==> src/rtl/inst_fifo_pkg.sv <==
// Shared types and defaults for the dual-issue instruction buffer.
// Define INST_FIFO_ADEL_EN to store a per-entry fetch address-error (adel) flag.
package inst_fifo_pkg;

   localparam int INST_FIFO_DEPTH = 16;

   typedef struct packed {
`ifdef INST_FIFO_ADEL_EN
      logic        adel;
`endif
      logic [31:0] inst;
      logic [31:0] pc;
   } inst_entry_t;

`ifdef INST_FIFO_ADEL_EN
   // A fetch address is misaligned whenever either of the two low PC bits is set.
   function automatic logic pc_misaligned(input logic [31:0] pc);
      return |pc[1:0];
   endfunction
`endif

endpackage

==> src/rtl/inst_fifo_ram.sv <==
// Entry storage for inst_fifo: two write ports and two combinational read ports.
// Port 1 (index 1) wins when both write ports hit the same index.
module inst_fifo_ram
   import inst_fifo_pkg::*;
#(
   parameter int DEPTH = INST_FIFO_DEPTH,
   parameter int AW    = $clog2(DEPTH)
) (
   input  logic                   clk,
   input  logic [1:0]             we,
   input  logic [1:0][AW-1:0]     waddr,
   input  inst_entry_t [1:0]      wdata,
   input  logic [1:0][AW-1:0]     raddr,
   output inst_entry_t [1:0]      rdata
);

   inst_entry_t mem [DEPTH];

   // Later loop iteration overrides the earlier one on an address collision.
   always_ff @(posedge clk) begin
      for (int i = 0; i < 2; i++) begin
         if (we[i]) begin
            mem[waddr[i]] <= wdata[i];
         end
      end
   end

   generate
      for (genvar gi = 0; gi < 2; gi++) begin : g_rd
         assign rdata[gi] = mem[raddr[gi]];
      end
   endgenerate

endmodule

==> src/rtl/inst_fifo.sv <==
// Dual-issue instruction buffer between fetch and the two decode slots.
// Optional INST_FIFO_ADEL_EN adds out_adel1/out_adel2 misaligned-fetch flags.
module inst_fifo
   import inst_fifo_pkg::*;
#(
   parameter int DEPTH = INST_FIFO_DEPTH
) (
   input  logic        clk,
   input  logic        rst,
   input  logic        flush,
   input  logic        in_en1,
   input  logic        in_en2,
   input  logic [31:0] in_inst1,
   input  logic [31:0] in_inst2,
   input  logic [31:0] in_pc1,
   input  logic [31:0] in_pc2,
   output logic        full,
   output logic        empty,
   input  logic        pop1,
   input  logic        pop2,
   input  logic        stall,
   output logic        out_valid1,
   output logic        out_valid2,
   output logic [31:0] out_inst1,
   output logic [31:0] out_inst2,
   output logic [31:0] out_pc1,
`ifdef INST_FIFO_ADEL_EN
   output logic        out_adel1,
   output logic        out_adel2,
`endif
   output logic [31:0] out_pc2
);

   localparam int AW = $clog2(DEPTH);
   localparam int CW = AW + 1;

   logic [AW-1:0] wr_ptr_reg, wr_ptr_next;
   logic [AW-1:0] rd_ptr_reg, rd_ptr_next;
   logic [CW-1:0] count_reg, count_next;

   logic [1:0] push_num;
   logic [1:0] pop_num;

   logic [1:0]          ram_we;
   logic [1:0][AW-1:0]  ram_waddr;
   inst_entry_t [1:0]   ram_wdata;
   logic [1:0][AW-1:0]  ram_raddr;
   inst_entry_t [1:0]   ram_rdata;

   // Flags come straight from the registered count.
   assign full       = count_reg > CW'(DEPTH - 2);
   assign empty      = count_reg == '0;
   assign out_valid1 = count_reg >= CW'(1);
   assign out_valid2 = count_reg >= CW'(2);

   always_comb begin
      push_num = 2'd0;
      if (!full && in_en1) begin
         push_num = in_en2 ? 2'd2 : 2'd1;
      end
   end

   always_comb begin
      pop_num = 2'd0;
      if (!stall) begin
         pop_num = {1'b0, pop1 & out_valid1} + {1'b0, pop1 & pop2 & out_valid2};
      end
   end

   always_comb begin
      wr_ptr_next = wr_ptr_reg + AW'(push_num);
      rd_ptr_next = rd_ptr_reg + AW'(pop_num);
      count_next  = count_reg + CW'(push_num) - CW'(pop_num);
      if (flush) begin
         wr_ptr_next = '0;
         rd_ptr_next = '0;
         count_next  = '0;
      end
   end

   always_ff @(posedge clk) begin
      if (rst) begin
         wr_ptr_reg <= '0;
         rd_ptr_reg <= '0;
         count_reg  <= '0;
      end else begin
         wr_ptr_reg <= wr_ptr_next;
         rd_ptr_reg <= rd_ptr_next;
         count_reg  <= count_next;
      end
   end

   // Writes in a flush cycle land in storage but are never made visible.
   assign ram_we[0]    = push_num != 2'd0;
   assign ram_we[1]    = push_num == 2'd2;
   assign ram_waddr[0] = wr_ptr_reg;
   assign ram_waddr[1] = wr_ptr_reg + AW'(1);
   assign ram_raddr[0] = rd_ptr_reg;
   assign ram_raddr[1] = rd_ptr_reg + AW'(1);

   always_comb begin
      ram_wdata         = '0;
      ram_wdata[0].inst = in_inst1;
      ram_wdata[0].pc   = in_pc1;
      ram_wdata[1].inst = in_inst2;
      ram_wdata[1].pc   = in_pc2;
`ifdef INST_FIFO_ADEL_EN
      ram_wdata[0].adel = pc_misaligned(in_pc1);
      ram_wdata[1].adel = pc_misaligned(in_pc2);
`endif
   end

   inst_fifo_ram #(
      .DEPTH (DEPTH),
      .AW    (AW)
   ) u_ram (
      .clk   (clk),
      .we    (ram_we),
      .waddr (ram_waddr),
      .wdata (ram_wdata),
      .raddr (ram_raddr),
      .rdata (ram_rdata)
   );

   // Invalid slots present a NOP at PC 0 so decode never sees stale entries.
   assign out_inst1 = out_valid1 ? ram_rdata[0].inst : 32'h0;
   assign out_pc1   = out_valid1 ? ram_rdata[0].pc   : 32'h0;
   assign out_inst2 = out_valid2 ? ram_rdata[1].inst : 32'h0;
   assign out_pc2   = out_valid2 ? ram_rdata[1].pc   : 32'h0;
`ifdef INST_FIFO_ADEL_EN
   assign out_adel1 = out_valid1 ? ram_rdata[0].adel : 1'b0;
   assign out_adel2 = out_valid2 ? ram_rdata[1].adel : 1'b0;
`endif

endmodule

==> config.mk <==
export PLATFORM = sky130hd
export DESIGN_NAME = inst_fifo
export DESIGN_NICKNAME = d
export VERILOG_FILES = /design/src/rtl/inst_fifo_pkg.sv /design/src/rtl/inst_fifo_ram.sv /design/src/rtl/inst_fifo.sv
export SDC_FILE = /design/constraint.sdc
export NUM_CORES = 2
export LEC_CHECK = 0
export BUFFER_PORTS_ARGS = -buffer_cell sky130_fd_sc_hd__buf_2
export CORE_UTILIZATION = 30
export DETAILED_ROUTE_END_ITERATION = 10
export GPL_TIMING_DRIVEN = 0
export SLEW_MARGIN = 30
export SYNTH_ARGS = -nofsm -noshare
export SYNTH_HDL_FRONTEND = slang
export SYNTH_HIERARCHICAL = 1
export SYNTH_SLANG_ARGS = --single-unit
==> constraint.sdc <==
create_clock -name clk -period 8.5 [get_ports clk]
set_clock_uncertainty 0.15 [all_clocks]
set_input_delay 0.85 -clock clk [delete_from_list [all_inputs] [get_ports clk]]
set_output_delay 0.85 -clock clk [all_outputs]
set_load 0.005 [all_outputs]
# Word-level counts from Yosys, hierarchy flattened
# Memories as Yosys holds them, arrays and structs flattened. A register that Yosys moved wholly into a read port is not among the register bits.
# Index checks and enable logic that the tools add are counted.
# W data, S select, Z words.
# totals
word_cells,35
output_inout_bits,132
ff_bits,13
input_bits,136
mem_count,1
ramBits,1024
# op_classes
eq_ne,1
n_bitwise,3
reduce_logical,5
add_sub_neg,7
mux,12
n_lt_le_gt_ge,3
# memory_table
memory,depth,word_bits,read_ports,rd_clocked_by_memory_dff,write_ports,line_no,text
u_ram.mem,16,64,2,1,2,inst_fifo_ram.sv:17,inst_entry_t mem [DEPTH];
# op_table
cell,count
$mux W32,4
$add A4 B1 Y4 const B,2
$add A4 B2 Y4,2
$mux W2,3
$add A5 B2 Y5,1
$ge A5 B1 Y1 const B,1
$ge A5 B2 Y1 const B,1
$gt A5 B4 Y1 const B,1
$logic_not A5 Y1,1
$sub A5 B2 Y5,1
$mux W1,4
$mux W4,1
$and A1 B1 Y1,3
$add A1 B1 Y2,1
$eq A2 B2 Y1 const B,1
$reduce_bool A2 Y1,1
$reduce_or A2 Y1,1
$logic_and A1 B1 Y1,1
$logic_not A1 Y1,1

# Depth between registers and ports, before layout
# depth
depth_word,7
depth_mapped,14
ltp_nobuf,13

# Modules after synthesis
# Netlist, hierarchy kept.
# modules_own_cells
module,area_per_inst_um2,n_inst,seq_area_each_um2,cells_each
inst_fifo_ram,58298.4,1,30749.5,3401
inst_fifo,1829.3,1,260.2,247

# Least setup slack after synthesis
# Ideal clock, no wire load.
# synth_timing
path_type,reg-to-reg
start,register count_reg[2]
end,memory u_ram/mem[1][0] in the netlist's numbering (enable)
path_buffers,0
setup_ps,574
path_stages_with_launch,7
synth_period_minus_slack_ps,6885
slack_ps,1615
arrival_time_ps,6161
required_ps,7776
cell_sequence,dfxtp_1 -> ha_1 -> nand2b_1 -> a41oi_1 -> and2_1 -> or3b_2 -> o21ai_0
# synth_lines
element,line_no,text
start: declaration,inst_fifo.sv:39,"logic [CW-1:0] count_reg, count_next;"
start signal: assignment,inst_fifo.sv:89,count_reg <= count_next;
end: declaration,inst_fifo_ram.sv:17,

==> run metrics <==
placed cell count=6656; routed len/inst=33.54 um; Post-Synthesis Cells=3648; sw power=roughly 4.3 mW; CTS tree=built; internal power=10.11 mW; fmax=about 190 MHz; Yosys top cell area share=between 50% and 60%; DP HPWL=roughly 160000 um; most common cell in the netlist=edfxtp_1; Final Max Slew Viols=0; share of layout cells above drive strength 1=~51%; DRT Wirelength=between 200000 and 250000 um; vias per cell=between 5 and 6; Util after Layout=35.86%; first-pass GRT wire length=317200 um; GR Util All Layers=22.22%; leak pwr=23.00 nW; Worst Setup End Kind=output port; PortBufs=267; TNS Setup=0 ns; Final period util=63.48%; Critical Path Start=rd_ptr_reg[1]$_SDFF_PP0_; M2 GR Usage=around 36%; DRC=0; crit path to=out_inst2[10]; dpl ws=~4 ns; Netlist cell types=between 40 and 50; P per Cell Area=slightly above 200 nW/um2; initial antenna violation count=63; Synth Net Count=around 3800; CP required=between 7 and 8 ns; die height=449.7 um; std cell rows=163; maxcap violations=0; critical path class=reg -> out; Worst-Margin Slew=1.107 ns; TritonCTS Buffers=115; final hold viol count=0; GPL Wtd Cong=0.8216; Hold WC Path Type=in -> reg; dpl cell area=about 67000 um2; Synth area leaders=edfxtp_1, mux4_2, mux2_2; Clk pwr share=around a third; Root Buffer=clkbuf_16; Max Root-Sink Buffers=3; Hold Worst Slack=0.2530 ns; IO Pins=268; Synth Flop Type=edfxtp_1; Sw Ratio=29.80%; vias in the first global route=40600; grt ovf=0; sequential share of the synthesized area=51.57%; number of synthesized flops with an enable pin=between 1000 and 1500; Mapped Area=60130 um2; worst setup margin=around 3.1 ns; Critical Path Start Type=flop; Final min period=5.396 ns; Arrival @ worst endpoint=4.40 ns; # fillers=around 19000; largest net degree at the start of global routing=16; die area=202200 um2; total power=14.41 mW; yosys warns=6; clock-pin slew on the worst setup and hold paths=~0.060 ns; Post-CTS Hold Buffers=0; Syn-to-layout area delta=18.22%; # nets final=~4300; Max IR drop VDD=~0.00017 V; die span in x=449.7 um; post-synth top area cell=edfxtp_1; Iteration-0 DRC Markers=5071; syn_area_per_cell=16.48 um2; worst rel slew slack=26.22%; drt pass-1 iters=5; fin cells=about 6900; Post-CTS Setup Inserts=0; H-tree levels=3; status=completed; number of flip-flops in the largest register=roughly 1000; Logic pwr share=roughly a quarter; Final Instance Area=71080 um2; ys async rst share=0%; worst r2r dst=u_ram/mem[3][37]$_DFFE_PP_; Critical Path Fanout Max=10; GR Layer Usage met3=4.786%; core area=198200 um2; RR Startpoint=count_reg[2]$_SDFF_PP0_; Yosys reg bits=about 1000; initial cell density of the core=30.33%; final setup violation count=0; reg2reg setup slack=3.82 ns; busiest grt layer=met2; DRT antenna net count=0; Clock Sinks=1037; RSZ-0062 raised after global routing=no; synth cell count leaders=edfxtp_1, mux2_2, mux4_2; routed vias=40090; M1 GR Usage=27.50%; reg2reg path depth=12; clock latency at the later pin of the worst-skew pair=0.77 ns; Seq pwr share=40.6%; post-CTS resize count=0
-- routing by layer --
layer | part of all wire, % | vias to the layer above
li1 | - | 16010
met1 | 37 | 20810
met2 | 47 | 2552
met3 | 9.7 | 676
met4 | 6.4 | 34
met5 | 0.083 | -
-- power by group through the flow --
| stage | Sequential, mW | Clock [mW] | Combinational, mW |
|---|---|---|---|
| floorplan | 5.96 | 0 | 2.06 |
| global placement | 6.01 | 0 | 3.52 |
| detailed placement | 5.96 | 0 | 3.66 |
| CTS | 5.85 | 4.98 | 3.67 |
| global route | 5.86 | 5.16 | 3.85 |
| finish | 5.85 | 4.92 | 3.64 |
-- area by class of cell --
type	count	area, um2	share of cell area, %
Sequential cell	1037	31010	43.62
Tap cell	2640	3303	4.647
Inverter	19	71.32	0.1003
Antenna cell	18	45.04	0.06337
Buffer	416	1852	2.605
Clock inverter	72	575.6	0.8097
Timing Repair Buffer	368	3721	5.235
Multi-Input combinational cell	2176	27490	38.67
Clock buffer	144	3018	4.246
-- critical path, stage by stage (launching register included) --
cell	delay (ns)
dfxtp_1	0.39
ha_1	0.37
clkbuf_1	0.80
buf_1	0.86
mux4_2	0.43
a22oi_1	0.27
nand2_1	0.18
and2_1	0.19
buf_2	0.13
-- worst min-delay path by stage --
stage	depth (start not counted)	start	slack, ns	to
floorplan	2	wr_ptr_reg[3]$_SDFF_PP0_	0.36	wr_ptr_reg[3]$_SDFF_PP0_
global placement	2	rd_ptr_reg[3]$_SDFF_PP0_	0.38	rd_ptr_reg[3]$_SDFF_PP0_
detailed placement	2	rd_ptr_reg[3]$_SDFF_PP0_	0.41	rd_ptr_reg[3]$_SDFF_PP0_
CTS	3	rst	0.21	count_reg[4]$_SDFF_PP0_
global route	3	rst	0.28	count_reg[3]$_SDFF_PP0_
finish	3	rst	0.25	count_reg[4]$_SDFF_PP0_
-- kinds of logic (layout without fill, tap and decap cells) --
family	after synthesis	in the layout	synth area share, %
AOI/OAI and AO/OA	283	283	3.458
buffers and inverters	435	1019	3.132
xor gates and xnor gates	7	7	0.1020
DFF	1037	1037	51.57
and+or+nand+nor	328	328	2.880
adders and majority gates	20	20	0.4661
muxes	1538	1538	38.39
other	0	18	0
-- cell usage in the layout (no fill, tap or decap), types with 5 or more instances in the layout --
| cell | count |
|---|---|
| edfxtp_1 | 1024 |
| mux2_2 | 905 |
| mux4_2 | 512 |
| buf_2 | 426 |
| a22oi_1 | 256 |
| clkbuf_1 | 238 |
| nand2_1 | 133 |
| mux2_1 | 119 |
| clkbuf_16 | 116 |
| nor2b_1 | 71 |
| and2_1 | 71 |
| buf_16 | 70 |
| buf_8 | 29 |
| clkbuf_2 | 28 |
| clkinv_1 | 27 |
| clkinv_2 | 26 |
| inv_1 | 19 |
| diode_2 | 18 |
| ha_1 | 16 |
| dfxtp_1 | 13 |
| nand2b_1 | 9 |
| o22ai_4 | 9 |
| buf_1 | 8 |
| nor2_1 | 7 |
| bufinv_16 | 7 |
| nor2_4 | 7 |
| buf_6 | 7 |
| nand3_1 | 6 |
| a21oi_1 | 6 |
| or3_1 | 6 |
| o21ai_4 | 6 |
| buf_4 | 5 |
Power figures use the tool's default switching activity.
